$ cat src/rtl/aes_core_arbiter.sv
// rtl/aes_core_arbiter.sv - round-robin sharing of one pipelined AES-128 core with tagged, credit-protected responses
// Optional AES_ARB_PRIO0_EN: requester 0 takes strict priority over the round robin.
module aes_core_arbiter #(
    parameter int NUM_REQ    = 2,
    parameter int ID_W       = 1,
    parameter int CORE_LAT   = 11,
    parameter int FIFO_DEPTH = 16
) (
    input  logic                   clk,
    input  logic                   reset_n,
    input  logic [NUM_REQ-1:0]     req_valid,
    output logic [NUM_REQ-1:0]     req_ready,
    input  logic [NUM_REQ*128-1:0] req_state,
    input  logic [NUM_REQ*128-1:0] req_key,
    output logic                   core_in_valid,
    output logic [127:0]           core_in_state,
    output logic [127:0]           core_key,
    input  logic                   core_out_valid,
    input  logic [127:0]           core_out_state,
    output logic                   rsp_valid,
    input  logic                   rsp_ready,
    output logic [127:0]           rsp_state,
    output logic [ID_W-1:0]        rsp_id,
    output logic                   tag_err
);
    localparam int CNT_W = $clog2(FIFO_DEPTH) + 1;
    localparam int PTR_W = $clog2(FIFO_DEPTH);
    localparam logic [CNT_W-1:0] FULL_CNT = CNT_W'(FIFO_DEPTH);

    logic [CNT_W-1:0]              credit;
    logic [ID_W-1:0]               rr_ptr;
    logic [ID_W-1:0]               gnt_idx;
    logic                          gnt_found;
    logic                          accept;
    logic                          ptr_upd;
    logic                          pop;
    logic [ID_W-1:0]               issue_id;
    logic [CORE_LAT-1:0]           tag_v;
    logic [CORE_LAT-1:0][ID_W-1:0] tag_id;
    logic [ID_W+127:0]             fifo_mem [FIFO_DEPTH];
    logic [PTR_W-1:0]              wr_ptr;
    logic [PTR_W-1:0]              rd_ptr;
    logic [CNT_W-1:0]              fifo_cnt;
    logic                          fifo_full;
    logic                          fifo_wr;

    function automatic logic [ID_W-1:0] rr_next(input logic [ID_W-1:0] base, input int k);
        int s;
        s = (int'(base) + k) % NUM_REQ;
        return ID_W'(s);
    endfunction

    always_comb begin
        gnt_found = 1'b0;
        gnt_idx   = '0;
        for (int k = 1; k <= NUM_REQ; k++) begin
            if (!gnt_found && req_valid[rr_next(rr_ptr, k)]) begin
                gnt_found = 1'b1;
                gnt_idx   = rr_next(rr_ptr, k);
            end
        end
`ifdef AES_ARB_PRIO0_EN
        if (req_valid[0]) begin
            gnt_found = 1'b1;
            gnt_idx   = '0;
        end
`endif
    end

    // Credits count FIFO slots not yet claimed by an issued block, so the core can never overrun the FIFO.
    assign accept = gnt_found && (credit != '0);
    assign pop    = rsp_valid && rsp_ready;

`ifdef AES_ARB_PRIO0_EN
    assign ptr_upd = accept && (gnt_idx != '0);
`else
    assign ptr_upd = accept;
`endif

    always_comb begin
        req_ready = '0;
        if (accept) begin
            req_ready[gnt_idx] = 1'b1;
        end
    end

    always_ff @(posedge clk or negedge reset_n) begin
        if (!reset_n) begin
            rr_ptr        <= ID_W'(NUM_REQ - 1);
            credit        <= FULL_CNT;
            core_in_valid <= 1'b0;
            core_in_state <= '0;
            core_key      <= '0;
            issue_id      <= '0;
        end else begin
            core_in_valid <= accept;
            if (accept) begin
                core_in_state <= req_state[128*gnt_idx +: 128];
                core_key      <= req_key[128*gnt_idx +: 128];
                issue_id      <= gnt_idx;
            end
            if (ptr_upd) begin
                rr_ptr <= gnt_idx;
            end
            if (accept && !pop) begin
                credit <= credit - CNT_W'(1);
            end else if (pop && !accept && credit != FULL_CNT) begin
                credit <= credit + CNT_W'(1);
            end
        end
    end

    // Stage CORE_LAT-1 lines up with core_out_valid for the block issued CORE_LAT cycles earlier.
    always_ff @(posedge clk or negedge reset_n) begin
        if (!reset_n) begin
            tag_v  <= '0;
            tag_id <= '0;
        end else begin
            tag_v  <= {tag_v[CORE_LAT-2:0], core_in_valid};
            tag_id <= {tag_id[CORE_LAT-2:0], issue_id};
        end
    end

    assign fifo_full = (fifo_cnt == FULL_CNT);
    assign fifo_wr   = core_out_valid && !fifo_full;

    always_ff @(posedge clk or negedge reset_n) begin
        if (!reset_n) begin
            wr_ptr   <= '0;
            rd_ptr   <= '0;
            fifo_cnt <= '0;
            tag_err  <= 1'b0;
            for (int i = 0; i < FIFO_DEPTH; i++) begin
                fifo_mem[i] <= '0;
            end
        end else begin
            if (fifo_wr) begin
                fifo_mem[wr_ptr] <= {tag_id[CORE_LAT-1], core_out_state};
                wr_ptr           <= wr_ptr + PTR_W'(1);
            end
            if (pop) begin
                rd_ptr <= rd_ptr + PTR_W'(1);
            end
            case ({fifo_wr, pop})
                2'b10:   fifo_cnt <= fifo_cnt + CNT_W'(1);
                2'b01:   fifo_cnt <= fifo_cnt - CNT_W'(1);
                default: fifo_cnt <= fifo_cnt;
            endcase
            if ((core_out_valid != tag_v[CORE_LAT-1]) || (core_out_valid && fifo_full)) begin
                tag_err <= 1'b1;
            end
        end
    end

    assign rsp_valid           = (fifo_cnt != '0);
    assign {rsp_id, rsp_state} = fifo_mem[rd_ptr];

endmodule

$ cat config.mk
export PLATFORM = sky130hd
export DESIGN_NAME = aes_core_arbiter
export DESIGN_NICKNAME = d
export VERILOG_FILES = /design/src/rtl/aes_core_arbiter.sv
export SDC_FILE = /design/constraint.sdc
export NUM_CORES = 2
export LEC_CHECK = 0
export BUFFER_PORTS_ARGS = -buffer_cell sky130_fd_sc_hd__buf_2
export CAP_MARGIN = 10
export CORE_MARGIN = 3
export CORE_UTILIZATION = 56
export DETAILED_ROUTE_END_ITERATION = 6
export HOLD_SLACK_MARGIN = 0.06
export PLACE_DENSITY = 0.78
export RECOVER_POWER = 25
export SYNTH_ARGS = -nofsm -noshare
export SYNTH_HDL_FRONTEND = slang
export SYNTH_SLANG_ARGS = --single-unit
export TNS_END_PERCENT = 20
$ cat constraint.sdc
create_clock -name clk -period 4.75 [get_ports clk]
set_input_delay 0.475 -clock clk [delete_from_list [all_inputs] [get_ports clk]]
set_output_delay 0.475 -clock clk [all_outputs]
set_load 0.01 [all_outputs]
# After elaboration in Yosys (flattened, before gate mapping)
# Cells that the tools add are included.
dict set report classes {
  n_mux 20
  bitwise 2
  n_eq_ne 5
  reduce_logical 19
  n_addsub 8
  shift 2
  n_lt_le_gt_ge 7
}
# op n
set ops {}
lappend ops {{2064-bit bitwise mux} 1}
lappend ops {{129-bit binary-select mux with 4-bit select} 1}
lappend ops {{129-bit demux with 4-bit select} 1}
lappend ops {{256-bit by 9-bit variable part select with 128-bit output} 2}
lappend ops {{129-bit two-way mux} 3}
lappend ops {{5-bit by 1-bit adder with 5-bit output (second input constant)} 2}
lappend ops {{5-bit greater-or-equal comparator (second input constant)} 2}
lappend ops {{1-bit logical AND} 10}
lappend ops {{5-bit two-way mux} 2}
lappend ops {{4-bit NOT with 5-bit output} 2}
lappend ops {{5-bit case mux with 2 select lines} 1}
lappend ops {{5-bit nonzero test} 2}
lappend ops {{5-bit by 1-bit subtractor with 5-bit output (second input constant)} 2}
lappend ops {{1-bit two-way mux} 9}
lappend ops {{4-bit by 1-bit adder with 4-bit output (second input constant)} 2}
lappend ops {{1-bit by 2-bit less-than comparator with 1-bit output (second input constant)} 3}
lappend ops {{5-bit equality test (second input constant)} 1}
lappend ops {{5-bit by 1-bit less-than comparator with 1-bit output (second input constant)} 1}
lappend ops {{5-bit inequality test (second input constant)} 1}
lappend ops {{1-bit zero test} 4}
lappend ops {{2-bit nonzero test} 2}
lappend ops {{1-bit adder (second input constant)} 2}
lappend ops {{2-bit by 1-bit equality test with 1-bit output (second input constant)} 1}
lappend ops {{2-bit equality test (second input constant)} 1}
lappend ops {{5 further kinds} 5}
dict set report word_totals {
  ff_bits 2364
  output_inout_bits 390
}

# Logic depth before layout (Yosys ltp)
dict set report depth {
  ltp_word 13
  depth_mapped 13
}

# Worst setup path before layout
# OpenSTA, ideal clock, no wires.
dict set report synth_timing {
  path_kind {flip-flop to flip-flop}
  startpoint {register fifo_cnt[1]}
  endpoint {register fifo_cnt[4]}
  arrival_ns 2.560
  stages_incl_launch_ff 13
  setup_slack_ns 2.067
  required_time_ns 4.627
  synth_period_minus_slack_ns 2.683
  cell_sequence {dfrtp_1 nor4_4 a21bo_2 buf_2 inv_1 ha_1 clkbuf_1 xor2_1 ha_1 o211a_1 o31ai_1 a31oi_1 xnor2_1}
}
# element line_no
set synth_rtl {}
lappend synth_rtl {{from (decl)} 43} ;# logic [CNT_W-1:0] fifo_cnt;
lappend synth_rtl {{from (signal assigned)} 145} ;# 2'b10: fifo_cnt <= fifo_cnt + CNT_W'(1);
lappend synth_rtl {{from (signal assigned)} 146} ;# 2'b01: fifo_cnt <= fifo_cnt - CNT_W'(1);
lappend synth_rtl {{from (signal assigned)} 147} ;# default: fifo_cnt <= fifo_cnt;
lappend synth_rtl {{5-bit nonzero test *} 155} ;# assign rsp_valid = (fifo_cnt != '0);
lappend synth_rtl {{1-bit logical AND *} 72} ;# assign pop = rsp_valid && rsp_ready;
lappend synth_rtl {{via pop} 36} ;# logic pop;
lappend synth_rtl {{2-bit by 1-bit equality test with 1-bit output / 2-bit equality test (equally long branches)} 144} ;# case ({fifo_wr, pop})
lappend synth_rtl {{5-bit case mux with 2 select lines / 2-bit nonzero test (equally long branches)} --}
# The timed path passes the listed nets; every way through them passes the cells marked *.
# A chain may end at the register's enable or synchronous reset.

# Worst setup path after layout
dict set report layout_timing {
  startpoint {register rd_ptr[1]}
  endpoint {output port rsp_state[124]}
}
dict set report layout_between {
  elab_chain_len 4
}
# element line_no
set layout_lines {}
lappend layout_lines {{from (decl)} 42} ;# logic [PTR_W-1:0] rd_ptr;
lappend layout_lines {{from (signal assigned)} 142} ;# rd_ptr <= rd_ptr + PTR_W'(1);
lappend layout_lines {{4-bit NOT with 5-bit output (not written as such)} 156} ;# assign {rsp_id, rsp_state} = fifo_mem[rd_ptr];
lappend layout_lines {{129-bit binary-select mux with 4-bit select} 156}
lappend layout_lines {{129-bit two-way mux (not written as such) (2 in series)} 156}
lappend layout_lines {{to (decl)} 22} ;# output logic [127:0] rsp_state,
# No other way between the ends. The select of a mux whose other input is x is not followed.

==> summary.md <==
| Metric | Value |
|---|---|
| Antenna violations before repair | `172` |
| Fillers | `12400` |
| H-tree levels | `4` |
| Slew HR | `-1.39` |
| Unrepaired setup endpoints after global routing | `no` |
| Crit path required time | `4.28 ns` |
| Maximum clock path buffer count | `3` |
| Cells after DPL | `9541` |
| Final Hold Slack | `0.121 ns` |
| Final wirelength | `352 mm` |
| Clk_lat worst skew | `0.87 ns` |
| Setup ws final | `0.388 ns` |
| Clock slew at reported path FFs | `0.06 ns` |
| Primary FF master, synth | `dfrtp_1` |
| WHS Path Cells | `3` |
| Port-buffer cells | `1035` |
| Tmin final | `4.36 ns` |
| Die area | `192000 um2` |
| Layout Skew | `0.0565 ns` |
| Ratio of cells with drive above 1 in the final layout | `0.519` |
| Register-to-Register Path Depth | `7` |
| Final nets | `8588` |
| Worst slack at placement | `1.23 ns` |
| Area growth syn-to-layout | `21.0%` |
| Clk sinks | `2364` |
| Final cycle utilization of the critical path | `0.918` |
| Worst Min Path Start | `req_state[165]` |
| Mapped Avg Cell Area | `16.1 um2` |
| Routed Antenna Nets | `0` |
| RD Place Congestion | `1.01` |
| Row cnt | `158` |
| TritonCTS Buffers | `232` |
| CP max-delay cell | `dfrtp_4` |
| Slew of the pin with the lowest slew margin | `3.58 ns` |
| Clk root buf | `clkbuf_16` |
| Fin. Hold Viols | `0` |
| Yosys cell types | `46` |
| Vias in the first global route | `71100` |
| Grt ovf | `0` |
| Via density | `6.30` |
| Number of synthesized flops with an enable pin | `0` |
| Via count | `67900` |
| Wire length per cell | `32.7 um` |
| Cells after Synth | `6495` |
| Comb pwr share | `0.407` |
| Top cells by area, synth | `dfrtp_1 (56%), mux2_2 (22%), mux4_2 (13%)` |
| Peak supply drop | `424 uV` |
| Slowest Stage Delay on Critical Path | `1.09 ns` |
| Number of post-CTS setup repair buffers | `0` |
| Global Route Usage Sum | `0.367` |
| Remaining DRCs | `214` |
| Final Power | `0.0923 W` |
| Detail Placement HPWL | `229 mm` |
| Io pins | `1036` |
| Flops & latches, synth | `2364` |
| Reg power frac | `0.386` |
| Hold endpoint | `core_in_state[37]$_DFFE_PN0N_` |
| Die W | `438 um` |
| R2R Path End | `core_in_state[96]$_DFFE_PN0N_` |
| CP Class | `reg2out` |
| CP cell instances | `buf_4 > mux4_2 > nor2b_1 > a211oi_1 > a21oi_1 > buf_2` |
| Initial drt markers | `7069` |
| Register-to-register setup slack | `0.85 ns` |
| Crit path max fanout | `55` |
| Clock Power Share | `0.207` |
| Die Span Y | `438 um` |
| MaxCap Viol Count | `1` |
| Switching share of power | `0.336` |
| Status | `complete, but fails checks` |
| CTS tree | `yes` |
| First-pass GRT wire length | `507 mm` |
| Core region area | `186000 um2` |
| DRT Pass-1 Iters | `7` |
| Reg2reg start | `credit[1]$_DFFE_PN0P_` |
| Synth top area share | `0.565` |
| Final setup viols | `0` |
| Syn. warnings | `0` |
| HP Class | `in2reg` |
| Lkg Pwr | `57.7 nW` |
| Syn Nets | `7154` |
| Worst setup SP type | `register` |
| CP Capture Type | `primary output` |
| Psw | `0.0311 W` |
| Final Max Slew Viols | `88` |
| Fmax | `229 MHz` |
| Seq/Total Area, Yosys | `0.565` |
| Cts repair resizes | `0` |
| Power Dens Cells | `729 nW/um2` |
| Layout Cells excl Fill | `10800` |
| Failing checks | `DRC, capacitance limit, slew limit` |
| Post-synthesis cell area | `105000 um2` |
| Initial Util | `0.564` |
| Setup TNS | `0 ns` |
| Largest area contributor in the netlist | `dfrtp_1` |
| Worst endpoint data arrival time | `3.89 ns` |
| Int Pwr | `0.0613 W` |
| Largest net degree at the start of global routing | `165` |
| Post-synth ARST share | `1.00` |
==> synth_stat cells, types with 14 or more instances <==
library cell	number
buf_6	23
buf_2	286
a222oi_1	256
a21oi_1	65
mux2_2	2065
mux4_2	586
nor2b_1	61
a211oi_1	59
dfrtp_1	2362
inv_1	267
clkbuf_1	232
nand2_1	14
buf_1	15
mux2i_1	59
buf_4	54
==> cell families (layout without fill, tap and decap cells) <==
| group | after synthesis | in the layout | synth area share |
|---|---|---|---|
| simple gates | 111 | 111 | 0.00618 |
| other cells | 0 | 158 | 0 |
| mux | 2710 | 2710 | 0.354 |
| fa+ha+maj | 13 | 13 | 0.00163 |
| buf+inv | 877 | 2511 | 0.0384 |
| flops | 2364 | 2364 | 0.565 |
| xor+xnor | 15 | 15 | 0.00125 |
| compound gates | 405 | 405 | 0.0336 |
==> power groups by stage <==
| stage | Combinational [W] | Clock [W] | Sequential (W) |
|---|---|---|---|
| finish | 0.0376 | 0.0191 | 0.0357 |
| global route | 0.0397 | 0.0202 | 0.0366 |
| CTS | 0.0374 | 0.0193 | 0.0355 |
| detailed placement | 0.0356 | 0 | 0.0357 |
| global placement | 0.0348 | 0 | 0.0350 |
| floorplan | 0.0247 | 0 | 0.0336 |
==> worst max-delay path: cells and delay by family, from the launching register on <==
family	cells	cell delay, ns
flops	1	1.09
buf+inv	2	0.78
compound gates	2	0.60
mux	1	0.27
simple gates	1	0.13
==> final cells by class <==
type	count	area [um2]	area share
well taps	2480	3100	0.0245
diodes	158	395	0.00312
inverters	267	1000	0.00791
clock inverters	76	1020	0.00806
clock buffers	358	6990	0.0552
flip-flops and latches	2364	59200	0.467
repair buffers	1810	13300	0.105
multi-input cells	3254	41700	0.329
==> how the worst max path moves through the flow <==
stage          cells after the start                    start                    endpoint
2_1_floorplan                     12  fifo_cnt[1]$_DFFE_PN0P_     fifo_cnt[4]$_DFFE_PN0P_
3_3_place_gp                       5           core_out_valid  fifo_mem[2024]$_DFFE_PN0P_
3_5_place_dp                       5           core_out_valid  fifo_mem[2006]$_DFFE_PN0P_
4_1_cts                            6    rd_ptr[0]$_DFFE_PN0P_               rsp_state[18]
5_1_grt                            3                  reset_n    fifo_mem[76]$_DFFE_PN0P_
6_report                           6    rd_ptr[1]$_DFFE_PN0P_              rsp_state[124]
==> through the flow <==
step	util	instance area (um2)
finish	0.682	127000
detailed placement	0.603	112000
global placement	0.603	112000
floorplan	-	105000
global route	0.682	127000
CTS	0.681	126000
==> registers in the layout, indices dropped and copies added (netlist names), 4 cells and up <==
name / cells
wr_ptr: 4
core_key: 128
credit: 5
fifo_cnt: 5
tag_id: 11
core_in_state: 128
tag_v: 11
fifo_mem: 2064
rd_ptr: 4
==> cell usage in the layout (no fill, tap or decap), drive strengths merged, types with 2 or more instances in the layout <==
master       count
inv            278
buf           1156
a211oi          60
dlygate4sd3    634
or2              2
a222oi         256
mux2          2065
nand2           14
clkinvlp         5
mux2i           59
diode          158
ha              12
dfstp            2
a21oi           65
nand4            6
clkbuf         378
xor2             6
mux4           586
o21ai           11
nor2             9
dfrtp         2362
a21o             3
clkinv          47
bufinv          13
xnor2            9
nor2b           61
nand3           13
==> layer usage <==
| metal | GRT usage | part of all wire | vias up |
|---|---|---|---|
| met5 | 0 | 0.00040 | - |
| met4 | 0.273 | 0.085 | 22 |
| met3 | 0.121 | 0.096 | 964 |
| met2 | 0.547 | 0.46 | 2944 |
| met1 | 0.447 | 0.36 | 36400 |
| li1 | - | - | 27500 |
==> repair_timing <==
item,4_1_cts,5_1_grt
endpoints found under the hold margin,2270,0
hold buffers,634,0
setup endpoints to repair,0,0
Note: power is estimated with default switching activity, not from simulation.
